===== config.mk =====
export PLATFORM = sky130hd
export DESIGN_NAME = apb_reg_slave
export DESIGN_NICKNAME = d
export VERILOG_FILES = /design/src/rtl/apb_reg_pkg.sv /design/src/rtl/apb_reg_decode.sv /design/src/rtl/apb_reg_slave.sv
export SDC_FILE = /design/constraint.sdc
export NUM_CORES = 1
export LEC_CHECK = 0
export CORE_AREA = 2 2 232 234
export CTS_CLUSTER_SIZE = 24
export DETAILED_ROUTE_END_ITERATION = 7
export DIE_AREA = 0 0 234 236
export PLACE_DENSITY = 0.54
export SYNTH_ARGS = -nofsm -noshare
export SYNTH_HDL_FRONTEND = slang
export SYNTH_SLANG_ARGS = --single-unit

===== constraint.sdc =====
create_clock -name PCLK -period 2.85 [get_ports PCLK]
set_input_delay 0.4275 -clock PCLK [delete_from_list [all_inputs] [get_ports PCLK]]
set_output_delay 0.4275 -clock PCLK [all_outputs]
set_load 0.02 [all_outputs]

===== src/rtl/apb_reg_pkg.sv =====
// -----------------------------------------------------------------------------
// apb_reg_pkg
// Shared types and constants for the APB register slave:
//   - apb_state_e : bus-side FSM states (IDLE, ACCESS)
//   - apb_dec_t   : address decode result (index, hit, misaligned, ro_violation)
//   - WAIT_W      : width of the access-phase wait-state counter
//   - dec_error() : collapses a decode result into the PSLVERR condition
// -----------------------------------------------------------------------------
package apb_reg_pkg;

  // Wait-state counter width; supports WAIT_CYCLES in 0..15.
  localparam int WAIT_W = 4;

  // Fixed index width inside the decode struct. Packages cannot be
  // parameterised, so the index is carried wide and zero-extended; 16 bits
  // covers any ADDR_W up to 18.
  localparam int DEC_IDX_W = 16;

  typedef enum logic [0:0] {
    IDLE   = 1'b0,
    ACCESS = 1'b1
  } apb_state_e;

  typedef struct packed {
    logic [DEC_IDX_W-1:0] index;         // register index, 0 when !hit
    logic                 hit;           // address falls inside the register window
    logic                 misaligned;    // PADDR[1:0] != 0
    logic                 ro_violation;  // write aimed at a read-only register
  } apb_dec_t;

  // Any single condition produces an error response.
  function automatic logic dec_error(input apb_dec_t d);
    return d.misaligned | ~d.hit | d.ro_violation;
  endfunction

endpackage


===== src/rtl/apb_reg_decode.sv =====
// -----------------------------------------------------------------------------
// apb_reg_decode
// Combinational APB address decode and error classification.
//
// Parameters:
//   ADDR_W    - PADDR width
//   NUM_REGS  - number of word registers in the window
//   BASE_ADDR - word-aligned byte address of register 0
//   RO_MASK   - bit i set marks register i as read-only
//
// Ports:
//   i_paddr  in   ADDR_W  byte address from the bus
//   i_pwrite in   1       transfer direction (1 = write)
//   o_dec    out  struct  decode result (index, hit, misaligned, ro_violation)
// -----------------------------------------------------------------------------
module apb_reg_decode
  import apb_reg_pkg::*;
#(
  parameter int                  ADDR_W    = 12,
  parameter int                  NUM_REGS  = 8,
  parameter int unsigned         BASE_ADDR = 0,
  parameter logic [NUM_REGS-1:0] RO_MASK   = '0
) (
  input  logic [ADDR_W-1:0] i_paddr,
  input  logic              i_pwrite,
  output apb_dec_t          o_dec
);

  // Work in 32-bit word-address space so the subtraction and range compare
  // never truncate, whatever ADDR_W and NUM_REGS are.
  localparam logic [31:0] BASE_WORD  = BASE_ADDR >> 2;
  localparam logic [31:0] NUM_REGS_U = 32'(NUM_REGS);

  logic [31:0] w_word;
  logic [31:0] w_diff;
  logic        w_below;
  logic        w_in_range;
  logic        w_ro_bit;

  assign w_word     = 32'(i_paddr[ADDR_W-1:2]);
  assign w_below    = (w_word < BASE_WORD);
  assign w_diff     = w_word - BASE_WORD;
  assign w_in_range = !w_below && (w_diff < NUM_REGS_U);

  // Look the RO bit up by comparison rather than by indexing RO_MASK with
  // w_diff, which could point past the mask for out-of-window addresses.
  // NOTE: every signal written in an always_comb gets a default first;
  // otherwise a path that skips the assignment infers a latch.
  always_comb begin
    w_ro_bit = 1'b0;
    for (int i = 0; i < NUM_REGS; i++) begin
      if (w_diff == 32'(i) && RO_MASK[i]) w_ro_bit = 1'b1;
    end
  end

  always_comb begin
    o_dec              = '0;
    o_dec.hit          = w_in_range;
    o_dec.index        = w_in_range ? DEC_IDX_W'(w_diff) : '0;
    o_dec.misaligned   = (i_paddr[1:0] != 2'b00);
    o_dec.ro_violation = i_pwrite & w_ro_bit;
  end

endmodule


===== src/rtl/apb_reg_slave.sv =====
// -----------------------------------------------------------------------------
// apb_reg_slave
// APB slave fronting NUM_REGS contiguous word registers. RW registers drive
// configuration outputs (reg_q); RO registers return live hw_status. Decode
// errors (misaligned, out of window, write to RO) answer with PSLVERR and have
// no side effects. WAIT_CYCLES access-phase wait states precede PREADY.
//
// Optional feature (compile-time macro APB_REG_SLAVE_PSTRB_EN):
//   adds PSTRB; writes update only strobed bytes, PSTRB=0 is a pulsing no-op.
//   Without the macro every write updates the full word.
//
// Ports:
//   PCLK       in   1                APB clock
//   PRESETn    in   1                asynchronous active-low reset
//   PSEL       in   1                slave select
//   PENABLE    in   1                access phase
//   PWRITE     in   1                1 = write, 0 = read
//   PADDR      in   ADDR_W           byte address
//   PWDATA     in   DATA_W           write data
//   PSTRB      in   DATA_W/8         byte strobes (only with the macro)
//   PRDATA     out  DATA_W           read data; 0 unless PREADY && !PWRITE
//   PREADY     out  1                transfer completion
//   PSLVERR    out  1                error response, qualified by PREADY
//   hw_status  in   NUM_REGS*DATA_W  values returned for RO registers
//   reg_q      out  NUM_REGS*DATA_W  RW register contents (RO slots read 0)
//   wr_pulse   out  NUM_REGS         one-cycle pulse per written register
// -----------------------------------------------------------------------------
module apb_reg_slave
  import apb_reg_pkg::*;
#(
  parameter int                  ADDR_W      = 12,
  parameter int                  DATA_W      = 32,
  parameter int                  NUM_REGS    = 8,
  parameter int unsigned         BASE_ADDR   = 0,
  parameter int                  WAIT_CYCLES = 0,
  parameter logic [NUM_REGS-1:0] RO_MASK     = '0
) (
  input  logic                       PCLK,
  input  logic                       PRESETn,
  input  logic                       PSEL,
  input  logic                       PENABLE,
  input  logic                       PWRITE,
  input  logic [ADDR_W-1:0]          PADDR,
  input  logic [DATA_W-1:0]          PWDATA,
`ifdef APB_REG_SLAVE_PSTRB_EN
  input  logic [DATA_W/8-1:0]        PSTRB,
`endif
  output logic [DATA_W-1:0]          PRDATA,
  output logic                       PREADY,
  output logic                       PSLVERR,
  input  logic [NUM_REGS*DATA_W-1:0] hw_status,
  output logic [NUM_REGS*DATA_W-1:0] reg_q,
  output logic [NUM_REGS-1:0]        wr_pulse
);

  localparam int                NB        = DATA_W / 8;
  localparam logic [WAIT_W-1:0] WAIT_INIT = WAIT_W'(WAIT_CYCLES);

  apb_state_e           r_state;
  logic [WAIT_W-1:0]    r_cnt;
  logic [DATA_W-1:0]    r_regs [NUM_REGS];
  logic [NUM_REGS-1:0]  r_wr_pulse;

  apb_dec_t             w_dec;
  logic                 w_err;
  logic                 w_access;
  logic                 w_done;
  logic                 w_commit;
  logic [NUM_REGS-1:0]  w_sel;
  logic [DATA_W-1:0]    w_rdata;
  logic [NB-1:0]        w_strb;

  // ---------------------------------------------------------------------------
  // Address decode
  // ---------------------------------------------------------------------------
  apb_reg_decode #(
    .ADDR_W    (ADDR_W),
    .NUM_REGS  (NUM_REGS),
    .BASE_ADDR (BASE_ADDR),
    .RO_MASK   (RO_MASK)
  ) u_decode (
    .i_paddr  (PADDR),
    .i_pwrite (PWRITE),
    .o_dec    (w_dec)
  );

  assign w_err = dec_error(w_dec);

`ifdef APB_REG_SLAVE_PSTRB_EN
  assign w_strb = PSTRB;
`else
  assign w_strb = '1;
`endif

  // One-hot select of the addressed register; all zero outside the window.
  always_comb begin
    w_sel = '0;
    for (int i = 0; i < NUM_REGS; i++) begin
      if (w_dec.hit && (w_dec.index == DEC_IDX_W'(i))) w_sel[i] = 1'b1;
    end
  end

  // ---------------------------------------------------------------------------
  // Completion and response
  // ---------------------------------------------------------------------------
  // PREADY is combinational so a zero-wait slave finishes in the first access
  // cycle. A setup phase never completes, and PENABLE seen in IDLE (no prior
  // setup) is not an access.
  assign w_access = (r_state == ACCESS) && PSEL && PENABLE;
  assign w_done   = w_access && (r_cnt == '0);
  assign w_commit = w_done && PWRITE && !w_err;

  assign PREADY  = w_done;
  assign PSLVERR = w_done && w_err;

  always_comb begin
    w_rdata = '0;
    for (int i = 0; i < NUM_REGS; i++) begin
      if (w_sel[i]) w_rdata = RO_MASK[i] ? hw_status[i*DATA_W +: DATA_W] : r_regs[i];
    end
  end

  // The data bus stays quiet except on a successful read completion.
  assign PRDATA = (w_done && !PWRITE && !w_err) ? w_rdata : '0;

  // ---------------------------------------------------------------------------
  // Transfer FSM and wait counter
  // ---------------------------------------------------------------------------
  // NOTE: sequential state uses non-blocking assignments so every flop samples
  // the pre-edge values; blocking here would create order-dependent races.
  always_ff @(posedge PCLK or negedge PRESETn) begin
    if (!PRESETn) begin
      r_state <= IDLE;
      r_cnt   <= '0;
    end else begin
      case (r_state)
        IDLE: begin
          if (PSEL && !PENABLE) begin
            r_state <= ACCESS;
            r_cnt   <= WAIT_INIT;
          end
        end
        ACCESS: begin
          if (!PSEL) begin
            // Master walked away: abandon the transfer without committing.
            r_state <= IDLE;
            r_cnt   <= '0;
          end else if (PENABLE) begin
            if (r_cnt != '0) r_cnt <= r_cnt - 1'b1;
            else             r_state <= IDLE;
          end
        end
        default: begin
          r_state <= IDLE;
          r_cnt   <= '0;
        end
      endcase
    end
  end

  // ---------------------------------------------------------------------------
  // Register file and write pulses
  // ---------------------------------------------------------------------------
  // NOTE: the register array is reset explicitly because its contents are
  // architecturally visible on reg_q; a RAM-style unreset array would leave
  // configuration outputs undefined after reset.
  always_ff @(posedge PCLK or negedge PRESETn) begin
    if (!PRESETn) begin
      for (int i = 0; i < NUM_REGS; i++) r_regs[i] <= '0;
      r_wr_pulse <= '0;
    end else begin
      // A strobe-less write (PSTRB=0) still counts as a successful write.
      r_wr_pulse <= w_commit ? w_sel : '0;
      for (int i = 0; i < NUM_REGS; i++) begin
        if (w_commit && w_sel[i]) begin
          for (int b = 0; b < NB; b++) begin
            if (w_strb[b]) r_regs[i][b*8 +: 8] <= PWDATA[b*8 +: 8];
          end
        end
      end
    end
  end

  // RO slots are never written, so their flops stay constant; they are masked
  // here so downstream logic only ever sees configuration values.
  always_comb begin
    reg_q = '0;
    for (int i = 0; i < NUM_REGS; i++) begin
      reg_q[i*DATA_W +: DATA_W] = RO_MASK[i] ? '0 : r_regs[i];
    end
  end

  assign wr_pulse = r_wr_pulse;

endmodule


==> impl_metrics.prom, run 1 <==
# TYPE chip_impl_metric gauge
chip_impl_metric{name="globalplace.congestion",unit=""} 0.842
chip_impl_metric{name="postSynthRegisterBits",unit=""} 269
chip_impl_metric{name="num_rows",unit=""} 85
chip_impl_metric{name="synth_enable_flop_cells",unit=""} 0
chip_impl_metric{name="total_power",unit="mW"} 9.09
chip_impl_metric{name="drc",unit=""} 0
chip_impl_metric{name="numPortBuffers",unit=""} 346
chip_impl_metric{name="area_of_the_multi_input_gates",unit="um2"} 5990
chip_impl_metric{name="synth.yosys.warnings",unit=""} 0
chip_impl_info{name="run_status",value="finished with violations"} 1
chip_impl_info{name="startpoint_type",value="flop"} 1
chip_impl_metric{name="finalSetupTns",unit="ns"} -3.67
chip_impl_metric{name="leakage",unit="nW"} 8.73
chip_impl_info{name="synth_top_flop_cell",value="sky130_fd_sc_hd__dfrtp_1"} 1
chip_impl_metric{name="layout_setup_ws",unit="ns"} -0.174
chip_impl_metric{name="total_switching_power",unit="mW"} 2.08
chip_impl_metric{name="clock_slew_at_the_register_clock_pins_of_the_worst_setup_and_hold_paths",unit="ns"} 0.06
chip_impl_metric{name="fin_util",unit="%"} 37.4
chip_impl_metric{name="cap_viol_max_count",unit=""} 0
chip_impl_metric{name="worstRegToRegCells",unit=""} 9
chip_impl_info{name="layout_commonest_cell",value="sky130_fd_sc_hd__clkdlybuf4s50_1"} 1
chip_impl_metric{name="grt_max_degree",unit=""} 72
chip_impl_metric{name="synthesis.instances",unit=""} 1092
chip_impl_metric{name="drt-wirelength-per-cell",unit="um"} 22.9
chip_impl_metric{name="syn-mean-instance-area",unit="um2"} 11.9
chip_impl_metric{name="cell_internal_power",unit="mW"} 7.02
chip_impl_metric{name="antenna_found_initial",unit=""} 0
chip_impl_metric{name="worstPathArrival",unit="ns"} 2.60
chip_impl_metric{name="detail_route.vias_per_cell",unit=""} 4.83
chip_impl_metric{name="fp.dieH",unit="um"} 236
chip_impl_metric{name="postSynth.asyncResetShare",unit="%"} 100
chip_impl_metric{name="area_of_the_die",unit="um2"} 55200
chip_impl_metric{name="ys_seq_area_share",unit="%"} 51.9
chip_impl_metric{name="path_max_fanout",unit=""} 9
chip_impl_metric{name="total_track_usage",unit="%"} 18.4
chip_impl_metric{name="area_inside_the_core_boundary",unit="um2"} 53100
chip_impl_metric{name="reg2reg_slack",unit="ns"} 0.17
chip_impl_info{name="cts.root.buffer_cell",value="sky130_fd_sc_hd__clkbuf_16"} 1
chip_impl_metric{name="initial_utilization",unit="%"} 24.4
chip_impl_metric{name="max-clock-path-buffers",unit=""} 3
chip_impl_metric{name="routed-via-count",unit=""} 10800
chip_impl_metric{name="cts_max_level",unit=""} 2
chip_impl_metric{name="achievable_freq",unit="GHz"} 0.331
chip_impl_metric{name="num-nets-final",unit=""} 1828
chip_impl_info{name="critical_path_class",value="flop to output port"} 1
chip_impl_info{name="cts_tree",value="yes"} 1
chip_impl_metric{name="global_route_wire_length_before_repair",unit="um"} 75400
chip_impl_metric{name="diodes",unit=""} 0
chip_impl_metric{name="grt_overflow",unit=""} 0
chip_impl_metric{name="layout-area-overhead-vs-synth",unit="%"} 52.9
chip_impl_metric{name="share_of_final_layout_standard_cells_stronger_than_drive_strength_1",unit="%"} 34.6
chip_impl_metric{name="pin_count",unit=""} 603
chip_impl_info{name="most_used_cells_in_the_layout_excluding_fill_and_tap_cells",value="sky130_fd_sc_hd__clkdlybuf4s50_1 (305), sky130_fd_sc_hd__dfrtp_1 (269), sky130_fd_sc_hd__mux2_2 (231), sky130_fd_sc_hd__buf_4 (109), sky130_fd_sc_hd__a21oi_1 (71)"} 1
chip_impl_metric{name="place_worst_setup_slack",unit="ns"} -0.646
chip_impl_metric{name="route.antenna.remaining_nets",unit=""} 0
chip_impl_metric{name="clk-insertion-delay-late",unit="ns"} 0.54
chip_impl_metric{name="length_of_the_first_detailed_routing_pass_in_iterations",unit=""} 4
chip_impl_metric{name="worst-endpoint-required",unit="ns"} 2.42
chip_impl_metric{name="first_global_vias",unit=""} 11100
chip_impl_metric{name="worst_slew_margin_rel",unit="%"} 59.2
chip_impl_metric{name="cts.sinks",unit=""} 269
chip_impl_info{name="failed_checks",value="setup timing"} 1
chip_impl_metric{name="routed_wirelength",unit="um"} 51500
chip_impl_metric{name="min_period_over_period",unit="%"} 106
chip_impl_metric{name="syn-num-nets",unit=""} 1398
chip_impl_metric{name="power_density",unit="nW/um2"} 458
chip_impl_metric{name="first_iter_violations",unit=""} 665
chip_impl_info{name="holdCritPathClass",value="primary input to async pin"} 1
chip_impl_metric{name="timing.final.max_slew_violations",unit=""} 0
chip_impl_metric{name="ys_types",unit=""} 40
chip_impl_metric{name="vdd_drop_max",unit="uV"} 302
chip_impl_metric{name="synthesis.area",unit="um2"} 13000
chip_impl_metric{name="n_fill_cell",unit=""} 5200
chip_impl_metric{name="clock_power_share",unit="%"} 51.3
chip_impl_info{name="reg2reg_to",value="reg_q[53]"} 1
chip_impl_metric{name="combPwrFrac",unit="%"} 6.7
chip_impl_metric{name="p_sw_share",unit="%"} 22.8
chip_impl_metric{name="cts_made_buffers",unit=""} 35
chip_impl_metric{name="worst_clock_skew",unit="ns"} 0.0134
chip_impl_metric{name="worstMarginPinSlew",unit="ns"} 0.612
chip_impl_metric{name="share_of_power_burned_in_registers",unit="%"} 42.1
chip_impl_info{name="crit-reg2reg-launch",value="r_cnt[0]"} 1
chip_impl_metric{name="final_period_minus_worst_setup_slack",unit="ns"} 3.02
chip_impl_metric{name="die_w",unit="um"} 234
chip_impl_metric{name="sequential_cell_area",unit="um2"} 6730
chip_impl_metric{name="setup_viol",unit=""} 32
chip_impl_metric{name="place.detailed.hpwl",unit="um"} 35600
chip_impl_info{name="end_kind",value="output port"} 1
chip_impl_metric{name="hold_viol_final",unit=""} 0
chip_impl_info{name="grt_setup_unrepaired",value="yes"} 1
[flip-flops by register name, summed over array words and instances (netlist names)]
| signal | cells |
|---|---|
| reg_q | 256 |
| wr_pulse | 8 |
| r_state | 1 |
| r_cnt | 4 |
[layer usage]
metal,GRT usage (%),share of wire [%]
met5,0,0
met4,6.52,3.1
met3,6.49,9.6
met2,27.1,43
met1,24.9,45
[worst max-delay path, stage by stage, from the launching register on]
cell	delay [ns]
sky130_fd_sc_hd__dfrtp_1	0.38
sky130_fd_sc_hd__inv_2	0.08
sky130_fd_sc_hd__ha_4	0.13
sky130_fd_sc_hd__or3b_4	0.40
sky130_fd_sc_hd__nor3_4	0.28
sky130_fd_sc_hd__nand3_4	0.14
sky130_fd_sc_hd__buf_4	0.17
sky130_fd_sc_hd__buf_12	0.14
sky130_fd_sc_hd__a21oi_4	0.15
sky130_fd_sc_hd__buf_6	0.14
[metrics by stage]
stage,hold WS (ns),cells,area (um2)
6_report,0.465,2244,19800
5_1_grt,0.492,2244,19800
4_1_cts,0.457,2243,19700
3_5_place_dp,0.457,2167,18200
3_3_place_gp,0.457,2167,18200
2_1_floorplan,0.132,1092,13000
[timing repair]
item / 4_1_cts / 5_1_grt
pin swaps: 2 / 3
resized for setup: 201 / 40
setup endpoints to repair: 34 / 33
hold buffers: 1 / 0
setup buffers: 11 / 1
endpoints found under the hold margin: 63 / 0
cloned: 2 / 1
[cells by family after synthesis]
group / Yosys count / synth area share (%)
AO/OA/AOI/OAI: 260 / 11.9
multiplexers: 289 / 24.9
adder cells (fa/ha/maj): 1 / 0.0964
AND/OR/NAND/NOR: 151 / 7.14
buffers and inverters: 122 / 4.14
flip-flops: 269 / 51.9
[power groups by stage]
stage                     logic, mW  clock network (mW)  registers, mW
after global routing          0.659                4.94           3.82
after floorplan               0.202                   0           3.89
after CTS                     0.606                4.79           3.82
after detailed placement      0.597                   0           3.89
after global placement        0.591                   0           3.89
final                         0.605                4.66           3.83
[cell type report]
| class | instances | share of cell area (%) |
|---|---|---|
| clock buffer | 51 | 5.18 |
| clock inverter | 12 | 0.952 |
| inverter | 37 | 0.700 |
| multi-input combinational | 701 | 30.2 |
| sequential | 269 | 33.9 |
| tap | 696 | 4.39 |
| timing repair buffer | 478 | 24.6 |
[worst max-delay path by stage]
stage            endpoint  slack [ns]  cells after the start      from
5_1_grt        PRDATA[22]       -0.22                      9  r_cnt[0]
6_report       PRDATA[12]       -0.17                      9  r_cnt[0]
2_1_floorplan  PRDATA[30]        0.08                      6  r_cnt[0]
3_3_place_gp   PRDATA[21]       -0.65                      7  PADDR[9]
4_1_cts        PRDATA[31]       -0.17                     10  r_cnt[0]
3_5_place_dp   PRDATA[21]       -0.65                      7  PADDR[6]
[synthesized netlist by cell type, types with 4 or more instances]
| library cell | count | area, um2 |
|---|---|---|
| sky130_fd_sc_hd__inv_1 | 37 | 139 |
| sky130_fd_sc_hd__o21ai_0 | 67 | 335 |
| sky130_fd_sc_hd__mux2i_1 | 31 | 310 |
| sky130_fd_sc_hd__buf_2 | 24 | 120 |
| sky130_fd_sc_hd__nor4_1 | 5 | 31.3 |
| sky130_fd_sc_hd__a21oi_1 | 97 | 485 |
| sky130_fd_sc_hd__nand3_1 | 7 | 35.0 |
| sky130_fd_sc_hd__nor2_1 | 5 | 18.8 |
| sky130_fd_sc_hd__or3b_2 | 32 | 280 |
| sky130_fd_sc_hd__dfrtp_1 | 269 | 6730 |
| sky130_fd_sc_hd__clkbuf_1 | 47 | 176 |
| sky130_fd_sc_hd__o22ai_1 | 31 | 194 |
| sky130_fd_sc_hd__buf_1 | 4 | 15.0 |
| sky130_fd_sc_hd__nor3_1 | 4 | 20.0 |
| sky130_fd_sc_hd__mux2_1 | 26 | 293 |
| sky130_fd_sc_hd__nor3_2 | 6 | 60.1 |
| sky130_fd_sc_hd__nand2_1 | 70 | 263 |
| sky130_fd_sc_hd__a2bb2oi_1 | 31 | 272 |
| sky130_fd_sc_hd__nor4_4 | 4 | 85.1 |
| sky130_fd_sc_hd__buf_4 | 7 | 52.6 |
| sky130_fd_sc_hd__mux2_2 | 231 | 2600 |
| sky130_fd_sc_hd__a211oi_1 | 32 | 240 |
No activity file was read; power rests on OpenSTA's default activity.
==> run 2: changes to the inputs <==
--- a/config.mk
+++ b/config.mk
@@ -10,6 +10,7 @@
 export DETAILED_ROUTE_END_ITERATION = 7
 export DIE_AREA = 0 0 234 236
 export PLACE_DENSITY = 0.54
+export SLEW_MARGIN = 20
 export SYNTH_ARGS = -nofsm -noshare
 export SYNTH_HDL_FRONTEND = slang
 export SYNTH_SLANG_ARGS = --single-unit
==> constraint.sdc (replaced) <==
create_clock -name PCLK -period 2.85 [get_ports PCLK]
set_input_delay 0.4275 -clock PCLK [delete_from_list [all_inputs] [get_ports PCLK]]
set_output_delay 0.4275 -clock PCLK [all_outputs]
set_load 0.05 [all_outputs]
==> run 2 against run 1 <==
  * The flow still finishes with violations (setup timing)
  * Worst setup slack worse by 0.0051 ns
  * First-iteration DRC count is 26% lower
  * Wire length is 1.5% lower
  * Combinational power is 7.8% lower
  * Sequential share of layout area hardly changed
  * Total power is 4.5% lower
  * Sequential cell count stayed put
  * Critical path depth stayed put
  * Core utilization hardly changed
==> impl_metrics.prom, run 2 (synthesis gave the netlist of run 1 again) <==
# TYPE chip_impl_metric gauge
chip_impl_info{name="timing.critical_path.slowest_stage_cell",value="sky130_fd_sc_hd__or3b_4"} 1
chip_impl_info{name="cpMostUsedCell",value="sky130_fd_sc_hd__buf_12"} 1
chip_impl_metric{name="setup_viol",unit=""} 32
chip_impl_metric{name="first_iter_violations",unit=""} 495
chip_impl_info{name="reg2reg_to",value="reg_q[42]"} 1
chip_impl_info{name="critical_path_class",value="flop to output port"} 1
chip_impl_metric{name="diodes",unit=""} 0
chip_impl_metric{name="max-clock-path-buffers",unit=""} 3
chip_impl_metric{name="min_period_over_period",unit="%"} 106
chip_impl_metric{name="share_of_final_layout_standard_cells_stronger_than_drive_strength_1",unit="%"} 32.9
chip_impl_metric{name="num_rows",unit=""} 85
chip_impl_metric{name="timing.final.max_slew_violations",unit=""} 0
chip_impl_metric{name="worstRegToRegCells",unit=""} 7
chip_impl_info{name="grt_setup_unrepaired",value="yes"} 1
chip_impl_info{name="whs_endpoint",value="wr_pulse[4]"} 1
chip_impl_info{name="worst_hold_startpoint",value="PADDR[2]"} 1
chip_impl_info{name="most_used_cells_in_the_layout_excluding_fill_and_tap_cells",value="sky130_fd_sc_hd__clkdlybuf4s50_1 (307), sky130_fd_sc_hd__dfrtp_1 (269), sky130_fd_sc_hd__mux2_2 (231), sky130_fd_sc_hd__nand2_1 (68), sky130_fd_sc_hd__o21ai_0 (67)"} 1
chip_impl_metric{name="layout_setup_ws",unit="ns"} -0.179
chip_impl_info{name="cells_along_the_critical_path",value="inv_2 > ha_4 > or3b_4 > nor3_4 > nand3_4 > buf_12 > buf_16 > a21oi_4 > buf_12"} 1
chip_impl_metric{name="worstPathArrival",unit="ns"} 2.60
chip_impl_info{name="holdCritPathClass",value="primary input to flop"} 1
chip_impl_metric{name="instances_no_fill",unit=""} 2190
chip_impl_metric{name="area_inside_the_core_boundary",unit="um2"} 53100
chip_impl_metric{name="routed_wirelength",unit="um"} 50700
chip_impl_metric{name="worstMarginPinSlew",unit="ns"} 0.691
chip_impl_metric{name="worst-endpoint-required",unit="ns"} 2.42
chip_impl_metric{name="cts_made_buffers",unit=""} 34
chip_impl_metric{name="clk-insertion-delay-late",unit="ns"} 0.55
chip_impl_metric{name="fp.dieH",unit="um"} 236
chip_impl_metric{name="detail_route.vias_per_cell",unit=""} 4.83
chip_impl_metric{name="numPortBuffers",unit=""} 346
chip_impl_metric{name="post-place-cells",unit=""} 2120
chip_impl_metric{name="worst_hold_path_depth",unit=""} 2
chip_impl_metric{name="total_track_usage",unit="%"} 18.1
chip_impl_metric{name="largest_register_ffs",unit=""} 256
chip_impl_metric{name="leakage",unit="nW"} 8.49
chip_impl_metric{name="route.antenna.remaining_nets",unit=""} 0
chip_impl_metric{name="vdd_drop_max",unit="uV"} 337
chip_impl_metric{name="worst_clock_skew",unit="ns"} 0.0182
chip_impl_metric{name="length_of_the_first_detailed_routing_pass_in_iterations",unit=""} 5
chip_impl_info{name="layout_commonest_cell",value="sky130_fd_sc_hd__clkdlybuf4s50_1"} 1
chip_impl_metric{name="num-nets-final",unit=""} 1779
chip_impl_metric{name="drc",unit=""} 0
chip_impl_metric{name="routed-via-count",unit=""} 10600
chip_impl_metric{name="grt_overflow",unit=""} 0
chip_impl_metric{name="global_route_wire_length_before_repair",unit="um"} 73800
chip_impl_metric{name="hold_slack_final",unit="ns"} 0.405
chip_impl_metric{name="layout-area-overhead-vs-synth",unit="%"} 52.7
chip_impl_metric{name="die_w",unit="um"} 234
chip_impl_metric{name="final_period_minus_worst_setup_slack",unit="ns"} 3.03
chip_impl_metric{name="grt_max_degree",unit=""} 75
chip_impl_metric{name="path_max_fanout",unit=""} 6
chip_impl_metric{name="post_dp_area",unit="um2"} 18500
chip_impl_metric{name="first_global_vias",unit=""} 10900
chip_impl_metric{name="n_fill_cell",unit=""} 5152
chip_impl_metric{name="drt-wirelength-per-cell",unit="um"} 23.1
chip_impl_metric{name="initial_utilization",unit="%"} 24.4
chip_impl_metric{name="stdcell_area",unit="um2"} 19800
chip_impl_info{name="run_status",value="finished with violations"} 1
chip_impl_metric{name="place.detailed.hpwl",unit="um"} 34600
chip_impl_metric{name="achievable_freq",unit="GHz"} 0.330
chip_impl_info{name="startpoint_type",value="flop"} 1
chip_impl_metric{name="power_density",unit="nW/um2"} 438
chip_impl_info{name="crit-reg2reg-launch",value="r_cnt[0]"} 1
chip_impl_metric{name="pin_count",unit=""} 603
chip_impl_info{name="failed_checks",value="setup timing"} 1
chip_impl_info{name="cts_tree",value="yes"} 1
chip_impl_metric{name="globalplace.congestion",unit=""} 0.804
chip_impl_metric{name="worst_slew_margin_rel",unit="%"} 53.8
chip_impl_info{name="cts.root.buffer_cell",value="sky130_fd_sc_hd__clkbuf_16"} 1
chip_impl_metric{name="clock_slew_at_the_register_clock_pins_of_the_worst_setup_and_hold_paths",unit="ns"} 0.06
chip_impl_metric{name="cap_viol_max_count",unit=""} 0
chip_impl_metric{name="cts_max_level",unit=""} 2
chip_impl_metric{name="cts.sinks",unit=""} 269
chip_impl_metric{name="antenna_found_initial",unit=""} 1
chip_impl_metric{name="slowest_delay",unit="ns"} 0.41
chip_impl_metric{name="reg2reg_slack",unit="ns"} 0.27
chip_impl_metric{name="hold_viol_final",unit=""} 0
chip_impl_info{name="end_kind",value="output port"} 1
chip_impl_metric{name="area_of_the_die",unit="um2"} 55200
[run 2: cell count changes in the layout (fill, tap and decap cells not counted), moves of 3 or more]
cell                        change
sky130_fd_sc_hd__a21oi_1        -5
sky130_fd_sc_hd__a21oi_2       -12
sky130_fd_sc_hd__a21oi_4       +17
sky130_fd_sc_hd__buf_12        +29
sky130_fd_sc_hd__buf_4         -55
sky130_fd_sc_hd__buf_6         -21
sky130_fd_sc_hd__bufinv_16      -3
sky130_fd_sc_hd__clkbuf_1       -3
sky130_fd_sc_hd__clkbuf_16      -3
[run 2: final cells by class]
class | count | area, um2 | area share [%]
repair buffers | 430 | 4820 | 24.3
multi-input cells | 701 | 6150 | 31.1
flip-flops and latches | 269 | 6730 | 34.0
inverters | 37 | 139 | 0.701
clock buffers | 48 | 995 | 5.02
clock inverters | 9 | 105 | 0.530
well taps | 696 | 871 | 4.39
[run 2: worst max path at each step]
stage | slack, ns | from | endpoint
6_report | -0.18 | r_cnt[0] | PRDATA[19]
5_1_grt | -0.27 | r_cnt[0] | PRDATA[24]
4_1_cts | -0.22 | r_cnt[0] | PRDATA[17]
3_5_place_dp | -0.34 | PADDR[6] | reg_q[240]
3_3_place_gp | -0.31 | PADDR[6] | reg_q[240]
2_1_floorplan | -0.01 | r_cnt[0] | PRDATA[10]
[run 2: power by group]
part           switching, mW  internal (mW)
clock network           1.69           2.61
registers            0.00200           3.82
logic                  0.365          0.193
[run 2: per-layer routing]
layer / vias up / global-route usage [%] / part of all wire, %
li1: 4761 / - / -
met1: 5353 / 24.5 / 45
met2: 416 / 26.6 / 43
met3: 52 / 7.24 / 10
met4: 0 / 4.91 / 1.9
met5: - / 0 / 0
[run 2: critical path: cells and delay by family, from the launching register on]
kind	cells	cell delay, ns
simple gates	3	0.77
buf+inv	4	0.58
flops	1	0.40
compound gates	1	0.16
fa+ha+maj	1	0.14
[run 2: stage by stage]
stage | total power, mW | utilization (%) | setup TNS [ns] | setup WS [ns]
after floorplan | 4.12 | - | -0.286 | -0.0143
after global placement | 4.45 | 34.9 | -25.71 | -0.308
after detailed placement | 4.45 | 34.9 | -31.19 | -0.343
after CTS | 8.82 | 37.3 | -5.20 | -0.219
after global routing | 9.01 | 37.3 | -7.12 | -0.272
final | 8.68 | 37.3 | -4.21 | -0.179
[run 2: timing repair]
action                                  CTS  global route
gates cloned                              2             0
hold endpoints to repair                 66             0
hold buffers                              1             0
endpoints found under the setup margin   33            33
pin swaps                                 6             2
gates resized for setup                   9             4
setup buffers                             7             4
==> run 3: changes to the inputs <==
--- a/config.mk
+++ b/config.mk
@@ -9,7 +9,7 @@
 export CTS_CLUSTER_SIZE = 24
 export DETAILED_ROUTE_END_ITERATION = 7
 export DIE_AREA = 0 0 234 236
-export PLACE_DENSITY = 0.54
+export PLACE_DENSITY = 0.6
 export SLEW_MARGIN = 20
 export SYNTH_ARGS = -nofsm -noshare
 export SYNTH_HDL_FRONTEND = slang
==> run 3 against run 2 <==
  * The run still ends with setup timing left
  * Fmax rose by 0.80%
  * Clock skew fell by 0.0059 ns
  * Final cell count fell by 0.27%
  * Sequential share of layout area fell by 0.24 points
  * Sequential power barely moved
  * Critical path type unchanged
==> impl_metrics.prom, run 3 (synthesis gave the netlist of run 1 again) <==
# TYPE chip_impl_metric gauge
chip_impl_info{name="run_status",value="finished with violations"} 1
chip_impl_info{name="failed_checks",value="setup timing"} 1
chip_impl_metric{name="total_power",unit="mW"} 9.07
chip_impl_metric{name="detail_route.vias_per_cell",unit=""} 4.88
chip_impl_metric{name="share_of_final_layout_standard_cells_stronger_than_drive_strength_1",unit="%"} 32.6
chip_impl_metric{name="initial_utilization",unit="%"} 24.4
chip_impl_metric{name="largest_register_ffs",unit=""} 256
chip_impl_metric{name="hold_slack_final",unit="ns"} 0.214
chip_impl_metric{name="slowest_delay",unit="ns"} 0.40
chip_impl_metric{name="hold_viol_final",unit=""} 0
chip_impl_metric{name="finalSetupTns",unit="ns"} -3.10
chip_impl_metric{name="leakage",unit="nW"} 8.55
chip_impl_metric{name="cts.sinks",unit=""} 269
chip_impl_metric{name="fin_util",unit="%"} 37.6
chip_impl_metric{name="worst_clock_skew",unit="ns"} 0.0123
chip_impl_metric{name="path_buf_inv",unit=""} 5
chip_impl_info{name="cts_tree",value="yes"} 1
chip_impl_metric{name="global_route_wire_length_before_repair",unit="um"} 73900
chip_impl_metric{name="drt-wirelength-per-cell",unit="um"} 23.4
chip_impl_metric{name="numPortBuffers",unit=""} 346
chip_impl_metric{name="worstRegToRegCells",unit=""} 8
chip_impl_metric{name="die_w",unit="um"} 234
chip_impl_metric{name="path_max_fanout",unit=""} 6
chip_impl_metric{name="drc",unit=""} 0
chip_impl_metric{name="stdcell_area",unit="um2"} 20000
chip_impl_metric{name="cap_viol_max_count",unit=""} 0
chip_impl_metric{name="worst_hold_path_depth",unit=""} 2
chip_impl_metric{name="area_of_the_die",unit="um2"} 55200
chip_impl_metric{name="achievable_freq",unit="GHz"} 0.333
chip_impl_metric{name="min_period_over_period",unit="%"} 105
chip_impl_metric{name="length_of_the_first_detailed_routing_pass_in_iterations",unit=""} 5
chip_impl_metric{name="globalplace.congestion",unit=""} 0.808
chip_impl_metric{name="cts_max_level",unit=""} 2
chip_impl_info{name="holdCritPathClass",value="primary input to flop"} 1
chip_impl_info{name="layout_commonest_cell",value="sky130_fd_sc_hd__clkdlybuf4s50_1"} 1
chip_impl_metric{name="max-clock-path-buffers",unit=""} 3
chip_impl_metric{name="cts_made_buffers",unit=""} 35
chip_impl_metric{name="grt_max_degree",unit=""} 84
chip_impl_info{name="most_used_cells_in_the_layout_excluding_fill_and_tap_cells",value="sky130_fd_sc_hd__clkdlybuf4s50_1 (304), sky130_fd_sc_hd__dfrtp_1 (269), sky130_fd_sc_hd__mux2_2 (231), sky130_fd_sc_hd__nand2_1 (69), sky130_fd_sc_hd__buf_12 (68)"} 1
chip_impl_metric{name="place_worst_setup_slack",unit="ns"} -0.223
chip_impl_info{name="timing.critical_path.slowest_stage_cell",value="sky130_fd_sc_hd__or3b_4"} 1
chip_impl_metric{name="clock_slew_at_the_register_clock_pins_of_the_worst_setup_and_hold_paths",unit="ns"} 0.06
chip_impl_metric{name="area_inside_the_core_boundary",unit="um2"} 53100
chip_impl_metric{name="pin_count",unit=""} 603
chip_impl_metric{name="route.antenna.remaining_nets",unit=""} 0
chip_impl_metric{name="routed_wirelength",unit="um"} 51000
chip_impl_metric{name="worstMarginPinSlew",unit="ns"} 0.741
chip_impl_info{name="critical_path_class",value="flop to output port"} 1
chip_impl_metric{name="layout-area-overhead-vs-synth",unit="%"} 53.8
chip_impl_metric{name="worst-endpoint-required",unit="ns"} 2.42
chip_impl_metric{name="vdd_drop_max",unit="uV"} 446
chip_impl_metric{name="place.detailed.hpwl",unit="um"} 34800
chip_impl_metric{name="post_dp_area",unit="um2"} 18500
chip_impl_info{name="critical_path.top_delay_family",value="simple AND/OR/NAND/NOR gates"} 1
chip_impl_metric{name="first_global_vias",unit=""} 11100
chip_impl_metric{name="grt_overflow",unit=""} 0
chip_impl_info{name="end_kind",value="output port"} 1
chip_impl_info{name="cells_along_the_critical_path",value="inv_2 > ha_4 > or3b_4 > nor3_4 > nand3_4 > buf_12 > buf_12 > buf_16 > a21oi_4 > buf_12"} 1
chip_impl_metric{name="final_period_minus_worst_setup_slack",unit="ns"} 3.00
chip_impl_metric{name="num_rows",unit=""} 85
chip_impl_metric{name="worstPathArrival",unit="ns"} 2.58
chip_impl_metric{name="first_iter_violations",unit=""} 556
chip_impl_metric{name="instances_no_fill",unit=""} 2184
chip_impl_metric{name="fp.dieH",unit="um"} 236
chip_impl_metric{name="routed-via-count",unit=""} 10700
chip_impl_info{name="startpoint_type",value="flop"} 1
chip_impl_metric{name="num-nets-final",unit=""} 1768
chip_impl_metric{name="worst_slew_margin_rel",unit="%"} 50.5
chip_impl_metric{name="cp_num_cells",unit=""} 10
chip_impl_info{name="grt_setup_unrepaired",value="yes"} 1
chip_impl_metric{name="antenna_found_initial",unit=""} 2
chip_impl_metric{name="clk-insertion-delay-late",unit="ns"} 0.53
chip_impl_metric{name="total_track_usage",unit="%"} 18.0
chip_impl_metric{name="timing.final.max_slew_violations",unit=""} 0
chip_impl_metric{name="power_density",unit="nW/um2"} 454
chip_impl_metric{name="setup_viol",unit=""} 32
chip_impl_metric{name="post-place-cells",unit=""} 2107
chip_impl_metric{name="layout_setup_ws",unit="ns"} -0.155
chip_impl_info{name="cts.root.buffer_cell",value="sky130_fd_sc_hd__clkbuf_16"} 1
chip_impl_info{name="cpMostUsedCell",value="sky130_fd_sc_hd__buf_12"} 1
[run 3: cell types whose count changed in the layout (fill, tap and decap cells not counted), moves of 2 or more]
cell / change
sky130_fd_sc_hd__buf_12: +8
sky130_fd_sc_hd__clkbuf_16: +3
sky130_fd_sc_hd__buf_4: -23
sky130_fd_sc_hd__clkdlybuf4s50_1: -3
sky130_fd_sc_hd__dlymetal6s2s_1: +4
sky130_fd_sc_hd__bufinv_16: +2
sky130_fd_sc_hd__buf_6: +3
[run 3: cell type report]
class / instances / area [um2]
fill: 5015 / 33100
sequential: 269 / 6730
multi-input combinational: 701 / 6150
timing repair buffer: 418 / 4840
clock buffer: 50 / 1050
tap: 696 / 871
clock inverter: 12 / 169
inverter: 37 / 139
antenna: 1 / 2.50
[run 3: worst register-to-register path: cells and delay by family, from the launching register on]
kind	cells	cell delay (ns)
buf+inv	3	0.52
mux	1	0.41
simple gates	3	1.05
flops	1	0.39
fa+ha+maj	1	0.14
[run 3: final timing paths]
| check | endpoint | slack [ns] | startpoint |
|---|---|---|---|
| max | PRDATA[13] | -0.15 | r_cnt[1] |
| min | wr_pulse[4] | 0.21 | PADDR[3] |
| max reg2reg | reg_q[109] | 0.22 | r_cnt[1] |
| min reg2reg | reg_q[137] | 0.51 | reg_q[137] |
| max in group asynchronous | reg_q[5] | 1.55 | PRESETn |
| min in group asynchronous | reg_q[197] | 0.52 | PRESETn |
[run 3: timing repair]
item                                    CTS  global route
pin swaps                                 4             3
endpoints found under the setup margin   33            33
hold buffers                              1             0
setup buffers                             7             3
gates cloned                              1             2
hold endpoints to repair                 78             0
gates resized for setup                  10             9
[run 3: routing by layer]
metal / vias to the layer above / part of all wire, % / track usage (%) / wire [um]
li1: 4743 / - / - / -
met1: 5362 / 44 / 23.7 / 22300
met2: 477 / 43 / 26.9 / 21700
met3: 83 / 11 / 7.33 / 5650
met4: 0 / 2.6 / 5.49 / 1350
met5: - / 0 / 0 / 0
[run 3: power breakdown]
part / leakage, nW / internal [mW] / total, mW / switching (mW)
Clock: 0.600 / 2.94 / 4.69 / 1.75
Sequential: 3.76 / 3.82 / 3.82 / 0.00189
Combinational: 4.19 / 0.193 / 0.555 / 0.362
Total: 8.55 / 6.95 / 9.07 / 2.11
